==> src/rtl/xc20xx_cfg_pkg.sv <==
// Shared definitions for the XC20XX serial configuration loader:
// FSM state encoding, bitstream framing constants and the expected
// length-count helper.
package xc20xx_cfg_pkg;

  typedef enum logic [2:0] {
    ST_HUNT  = 3'd0,
    ST_LEN   = 3'd1,
    ST_START = 3'd2,
    ST_DATA  = 3'd3,
    ST_STOP  = 3'd4,
    ST_FIN   = 3'd5,
    ST_FAIL  = 3'd6
  } cfg_state_e;

  localparam logic [7:0] PREAMBLE  = 8'hF2;
  localparam int         LEN_W     = 24;
  localparam int         STOP_BITS = 3;

  // Each frame carries one start bit, the data bits and the stop bits.
  function automatic logic [LEN_W-1:0] exp_len(input int frame_bits, input int num_frames);
    return LEN_W'(num_frames * (frame_bits + STOP_BITS + 1));
  endfunction

endpackage

==> src/rtl/xc20xx_cfg_shreg.sv <==
// CE-gated MSB-first shift register with synchronous clear. New bits enter
// at bit 0, so the first bit shifted in ends up in bit W-1 after W shifts.
module xc20xx_cfg_shreg #(
  parameter int W = 8
) (
  input  logic         clk,
  input  logic         srst,
  input  logic         ce,
  input  logic         din,
  output logic [W-1:0] q
);

  // Shift on enabled cycles, clear on reset, otherwise hold.
  always_ff @(posedge clk) begin
    if (srst) begin
      q <= {W{1'b0}};
    end else if (ce) begin
      q <= {q[W-2:0], din};
    end else begin
      q <= q;
    end
  end

endmodule

==> src/rtl/xc20xx_cfg_loader.sv <==
// Serial configuration loader: hunts for the preamble, checks the length
// count, then deframes start/data/stop fields into parallel frame writes.
module xc20xx_cfg_loader
  import xc20xx_cfg_pkg::*;
#(
  parameter int FRAME_BITS = 46,
  parameter int NUM_FRAMES = 160,
  parameter int ADDR_W     = 8
) (
  input  logic                  CCLK,
  input  logic                  RESET,
  input  logic                  CE,
  input  logic                  DIN,
  output logic [FRAME_BITS-1:0] FRAME_DATA,
  output logic [ADDR_W-1:0]     FRAME_ADDR,
  output logic                  FRAME_WE,
  output logic                  BUSY,
  output logic                  DONE,
  output logic                  ERR
);

  localparam int               CNT_MAX = (FRAME_BITS > LEN_W) ? FRAME_BITS : LEN_W;
  localparam int               CNT_W   = $clog2(CNT_MAX);
  localparam logic [LEN_W-1:0] EXP_LEN = exp_len(FRAME_BITS, NUM_FRAMES);

  cfg_state_e              state_r, state_s;
  logic [CNT_W-1:0]        bit_cnt_r, bit_cnt_s;
  logic [ADDR_W-1:0]       frame_cnt_r, frame_cnt_s;
  logic                    we_s;
  logic                    hist_ce_s, frame_ce_s;
  logic [LEN_W-1:0]        hist_q_s;
  logic [FRAME_BITS-1:0]   frame_q_s;
  logic                    unused_hist_msb_s;

  // The history register only moves while hunting or reading the length;
  // the frame register only while data bits arrive.
  assign hist_ce_s  = CE & ((state_r == ST_HUNT) | (state_r == ST_LEN));
  assign frame_ce_s = CE & (state_r == ST_DATA);
  // The oldest history bit is shifted out on the final length bit.
  assign unused_hist_msb_s = hist_q_s[LEN_W-1];

  xc20xx_cfg_shreg #(.W(LEN_W)) u_hist (
    .clk  (CCLK),
    .srst (RESET),
    .ce   (hist_ce_s),
    .din  (DIN),
    .q    (hist_q_s)
  );

  xc20xx_cfg_shreg #(.W(FRAME_BITS)) u_frame (
    .clk  (CCLK),
    .srst (RESET),
    .ce   (frame_ce_s),
    .din  (DIN),
    .q    (frame_q_s)
  );

  // Next-state, counter and write-strobe decode; nothing moves without CE.
  always_comb begin
    state_s     = state_r;
    bit_cnt_s   = bit_cnt_r;
    frame_cnt_s = frame_cnt_r;
    we_s        = 1'b0;
    if (CE) begin
      case (state_r)
        ST_HUNT: begin
          if ({hist_q_s[6:0], DIN} == PREAMBLE) begin
            state_s   = ST_LEN;
            bit_cnt_s = CNT_W'(0);
          end else begin
            state_s   = ST_HUNT;
          end
        end
        ST_LEN: begin
          if (bit_cnt_r == CNT_W'(LEN_W - 1)) begin
            bit_cnt_s = CNT_W'(0);
            if ({hist_q_s[LEN_W-2:0], DIN} == EXP_LEN) begin
              state_s = ST_START;
            end else begin
              state_s = ST_FAIL;
            end
          end else begin
            bit_cnt_s = bit_cnt_r + CNT_W'(1);
          end
        end
        ST_START: begin
          bit_cnt_s = CNT_W'(0);
          if (!DIN) begin
            state_s = ST_DATA;
          end else begin
            state_s = ST_FAIL;
          end
        end
        ST_DATA: begin
          if (bit_cnt_r == CNT_W'(FRAME_BITS - 1)) begin
            state_s   = ST_STOP;
            bit_cnt_s = CNT_W'(0);
          end else begin
            bit_cnt_s = bit_cnt_r + CNT_W'(1);
          end
        end
        ST_STOP: begin
          if (!DIN) begin
            state_s = ST_FAIL;
          end else if (bit_cnt_r == CNT_W'(STOP_BITS - 1)) begin
            we_s        = 1'b1;
            bit_cnt_s   = CNT_W'(0);
            frame_cnt_s = frame_cnt_r + ADDR_W'(1);
            if (frame_cnt_r == ADDR_W'(NUM_FRAMES - 1)) begin
              state_s = ST_FIN;
            end else begin
              state_s = ST_START;
            end
          end else begin
            bit_cnt_s = bit_cnt_r + CNT_W'(1);
          end
        end
        ST_FIN:  state_s = ST_FIN;
        ST_FAIL: state_s = ST_FAIL;
        default: state_s = ST_FAIL;
      endcase
    end else begin
      state_s = state_r;
    end
  end

  // State, counters and registered outputs; status flags follow the next state
  // so BUSY/DONE/ERR change on the same edge as the transition.
  always_ff @(posedge CCLK) begin
    if (RESET) begin
      state_r     <= ST_HUNT;
      bit_cnt_r   <= CNT_W'(0);
      frame_cnt_r <= ADDR_W'(0);
      FRAME_DATA  <= {FRAME_BITS{1'b0}};
      FRAME_ADDR  <= ADDR_W'(0);
      FRAME_WE    <= 1'b0;
      BUSY        <= 1'b0;
      DONE        <= 1'b0;
      ERR         <= 1'b0;
    end else begin
      state_r     <= state_s;
      bit_cnt_r   <= bit_cnt_s;
      frame_cnt_r <= frame_cnt_s;
      FRAME_WE    <= we_s;
      FRAME_DATA  <= we_s ? frame_q_s : FRAME_DATA;
      FRAME_ADDR  <= we_s ? frame_cnt_r : FRAME_ADDR;
      BUSY        <= (state_s == ST_LEN) | (state_s == ST_START) |
                     (state_s == ST_DATA) | (state_s == ST_STOP);
      DONE        <= (state_s == ST_FIN);
      ERR         <= (state_s == ST_FAIL);
    end
  end

endmodule

==> config.mk <==
export PLATFORM = sky130hd
export DESIGN_NAME = xc20xx_cfg_loader
export DESIGN_NICKNAME = d
export VERILOG_FILES = /design/src/rtl/xc20xx_cfg_pkg.sv /design/src/rtl/xc20xx_cfg_shreg.sv /design/src/rtl/xc20xx_cfg_loader.sv
export SDC_FILE = /design/constraint.sdc
export NUM_CORES = 1
export LEC_CHECK = 0
export CAP_MARGIN = 20
export CORE_MARGIN = 3
export CORE_UTILIZATION = 29
export DETAILED_ROUTE_END_ITERATION = 10
export SLEW_MARGIN = 25
export SYNTH_ARGS = -nofsm -noshare
export SYNTH_HDL_FRONTEND = slang
export SYNTH_HIERARCHICAL = 1
export SYNTH_SLANG_ARGS = --single-unit
==> constraint.sdc <==
create_clock -name CCLK -period 1.98 [get_ports CCLK]
set_input_delay 0.198 -clock CCLK [delete_from_list [all_inputs] [get_ports CCLK]]
set_output_delay 0.198 -clock CCLK [all_outputs]
set_load 0.05 [all_outputs]
==> impl_metrics.env <==
export IMPL_run_status="finished with violations"
export IMPL_violations="negative setup slack"
export IMPL_finClkSkew_ns=0.0157
export IMPL_route_final_wire_length_mm=12.7
export IMPL_dpl_cell_area_um2=6800
export IMPL_slew_at_the_pin_closest_to_its_max_slew_limit_ns=0.551
export IMPL_clock_tree_htree_level_count=4
export IMPL_area_growth_pct=32.8
export IMPL_io_pin_count=62
export IMPL_groute_usage_overall=0.122
export IMPL_final_layout_size_suffix_gt1_frac=0.147
export IMPL_final_net_count=723
export IMPL_crit_path_start="u_hist/q[3]$_SDFFE_PP0P_"
export IMPL_rsz0062_at_grt="true"
export IMPL_clk_insertion_delay_late_ns=0.43
export IMPL_postRouteAntennaNets=0
export IMPL_total_leakage_power_nw=2.63
export IMPL_total_die_area_um2=21200
export IMPL_path_class="reg2reg"
export IMPL_global_route_overflow=0
export IMPL_max_freq_ghz=0.501
export IMPL_final_fill_count=1891
export IMPL_worst_setup_hold_path_clk_slew_ns=0.07
export IMPL_worst_hold_path_type="in2reg"
export IMPL_initial_core_util=0.299
export IMPL_worst_r2r_startpoint="u_hist/q[3]$_SDFFE_PP0P_"
export IMPL_drt_pre_antenna_iters=6
export IMPL_post_synth_instance_area_um2=5640
export IMPL_number_of_buffers_added_to_fix_hold_violations_after_cts=0
export IMPL_synth_fp_nets=628
export IMPL_number_of_antenna_violations_at_the_first_check_in_global_routing=0
export IMPL_port_buffers=61
export IMPL_fp_row_count=50
export IMPL_worst_setup_path_end_kind="register"
export IMPL_post_route_drc_count=0
export IMPL_finalHoldWorstSlack_ns=0.201
export IMPL_worstHoldEndpoint="u_hist/q[7]$_SDFFE_PP0P_"
export IMPL_dieHeight_um=145
export IMPL_tritoncts_num_buffers=17
export IMPL_grt_pass1_wl_mm=21.4
export IMPL_setup_viol_count_final=1
export IMPL_period_share=1.01
export IMPL_root_buffer="clkbuf_16"
export IMPL_crit_path_time_final_ns=2.00
export IMPL_die_width_um=145
export IMPL_critPathMaxFanout=3
export IMPL_worst_slack_ns=-0.0165
export IMPL_clockBufferDepth=2
export IMPL_data_required_critical_path_ns=2.30
export IMPL_drv_slew=0
export IMPL_timing_max_cap_violations=0
export IMPL_tritoncts_clock_tree="built"
export IMPL_kind_of_launch_point_of_the_worst_setup_path="register"
export IMPL_num_antenna_cells=0
export IMPL_slew_limit_headroom=0.631
export IMPL_wire_per_inst_um=12.9
export IMPL_layout_cells_most_common="dfxtp_1"
export IMPL_timing_reg2reg_worst_path_depth=6
export IMPL_place_detailed_hpwl_mm=8.27
export IMPL_avgSynthCellArea_um2=9.10
export IMPL_power_density_nw_per_um2=862
export IMPL_post_route_cell_area_um2=7490
export IMPL_hp_start="RESET"
export IMPL_place_gp_congestion=0.854
export IMPL_end_of_the_worst_register_to_register_path="ERR$_SDFF_PP0_"
export IMPL_timing_hold_worst_path_depth=2
export IMPL_cts_sinks=144
export IMPL_design_core_area_um2=18900
export IMPL_initialDrtViolationCount=284
export IMPL_vias_in_the_first_global_route=4239
export IMPL_routed_via_density=4.50
export IMPL_hold_violations=0
export IMPL_yosysWarningCount=6
export IMPL_largest_net_degree_at_the_start_of_global_routing=55
export IMPL_peakVddDrop_v=0.000578
export IMPL_critical_path_arrival_ns=2.32
export IMPL_most_common_layout_cells="dfxtp_1 (142), nand2_1 (121), nor2_1 (89)"
export IMPL_postSynthCellCount=620
export IMPL_route_vias_total=4450
export IMPL_reg2reg_slack_ns=-0.02
## report_power, final
part / switching, mW / internal (mW)
logic: 0.182 / 0.143
registers: 0.0169 / 2.91
clock network: 1.41 / 1.80
## critical path, stage by stage (launching register included)
cell and delay, ns:
dfxtp_1 0.31, or4_1 0.51, or4_4 0.52, o211ai_2 0.21
a31o_4 0.19, inv_2 0.04, and3_4 0.13
## repair_timing
action,in CTS,in global routing
resized for setup,3,12
setup buffers,2,1
cloned,0,1
pin swaps,5,7
setup endpoints to repair,1,66
## how the worst max path moves through the flow
stage	end	slack [ns]	depth (start not counted)
final	ERR$_SDFF_PP0_	-0.02	6
after CTS	ERR$_SDFF_PP0_	-0.04	6
after detailed placement	ERR$_SDFF_PP0_	-0.30	7
after global routing	ERR$_SDFF_PP0_	-0.09	6
after floorplan	ERR$_SDFF_PP0_	0.003	6
after global placement	ERR$_SDFF_PP0_	-0.26	7
## state kept, by name, indices dropped and copies added (netlist names)
signal / flops
FRAME_WE: 1
bit_cnt_r: 6
BUSY: 1
FRAME_ADDR: 8
frame_cnt_r: 8
FRAME_DATA: 46
ERR: 1
DONE: 1
u_frame/q: 46
u_hist/q: 23
state_r: 3
## metal layers
metal / share of wire / vias up / global-route usage
met5: 0 / - / 0
met4: 0.016 / 0 / 0.0489
met3: 0.051 / 18 / 0.0392
met2: 0.44 / 89 / 0.183
met1: 0.49 / 2060 / 0.164
li1: - / 2283 / -
## through the flow
step                       util  setup TNS [ns]  power (mW)  cells  setup slack [ns]
after floorplan               -               0        3.21    620           0.00332
after global placement    0.360           -5.30        3.31    952            -0.263
after detailed placement  0.360           -5.39        3.31    952            -0.301
after CTS                 0.392         -0.0413        6.56    986           -0.0413
after global routing      0.397          -0.135        6.70    988           -0.0879
final                     0.397         -0.0165        6.46    988           -0.0165
## final cells by class
cell class / instances / area (um2) / area share
clock buffers: 17 / 425 / 0.0568
clock inverters: 15 / 165 / 0.0220
inverters: 7 / 26.3 / 0.00351
multi-input cells: 429 / 2510 / 0.335
flip-flops and latches: 144 / 2890 / 0.385
well taps: 260 / 325 / 0.0434
repair buffers: 116 / 1150 / 0.154
Power figures use the tool's default switching activity.
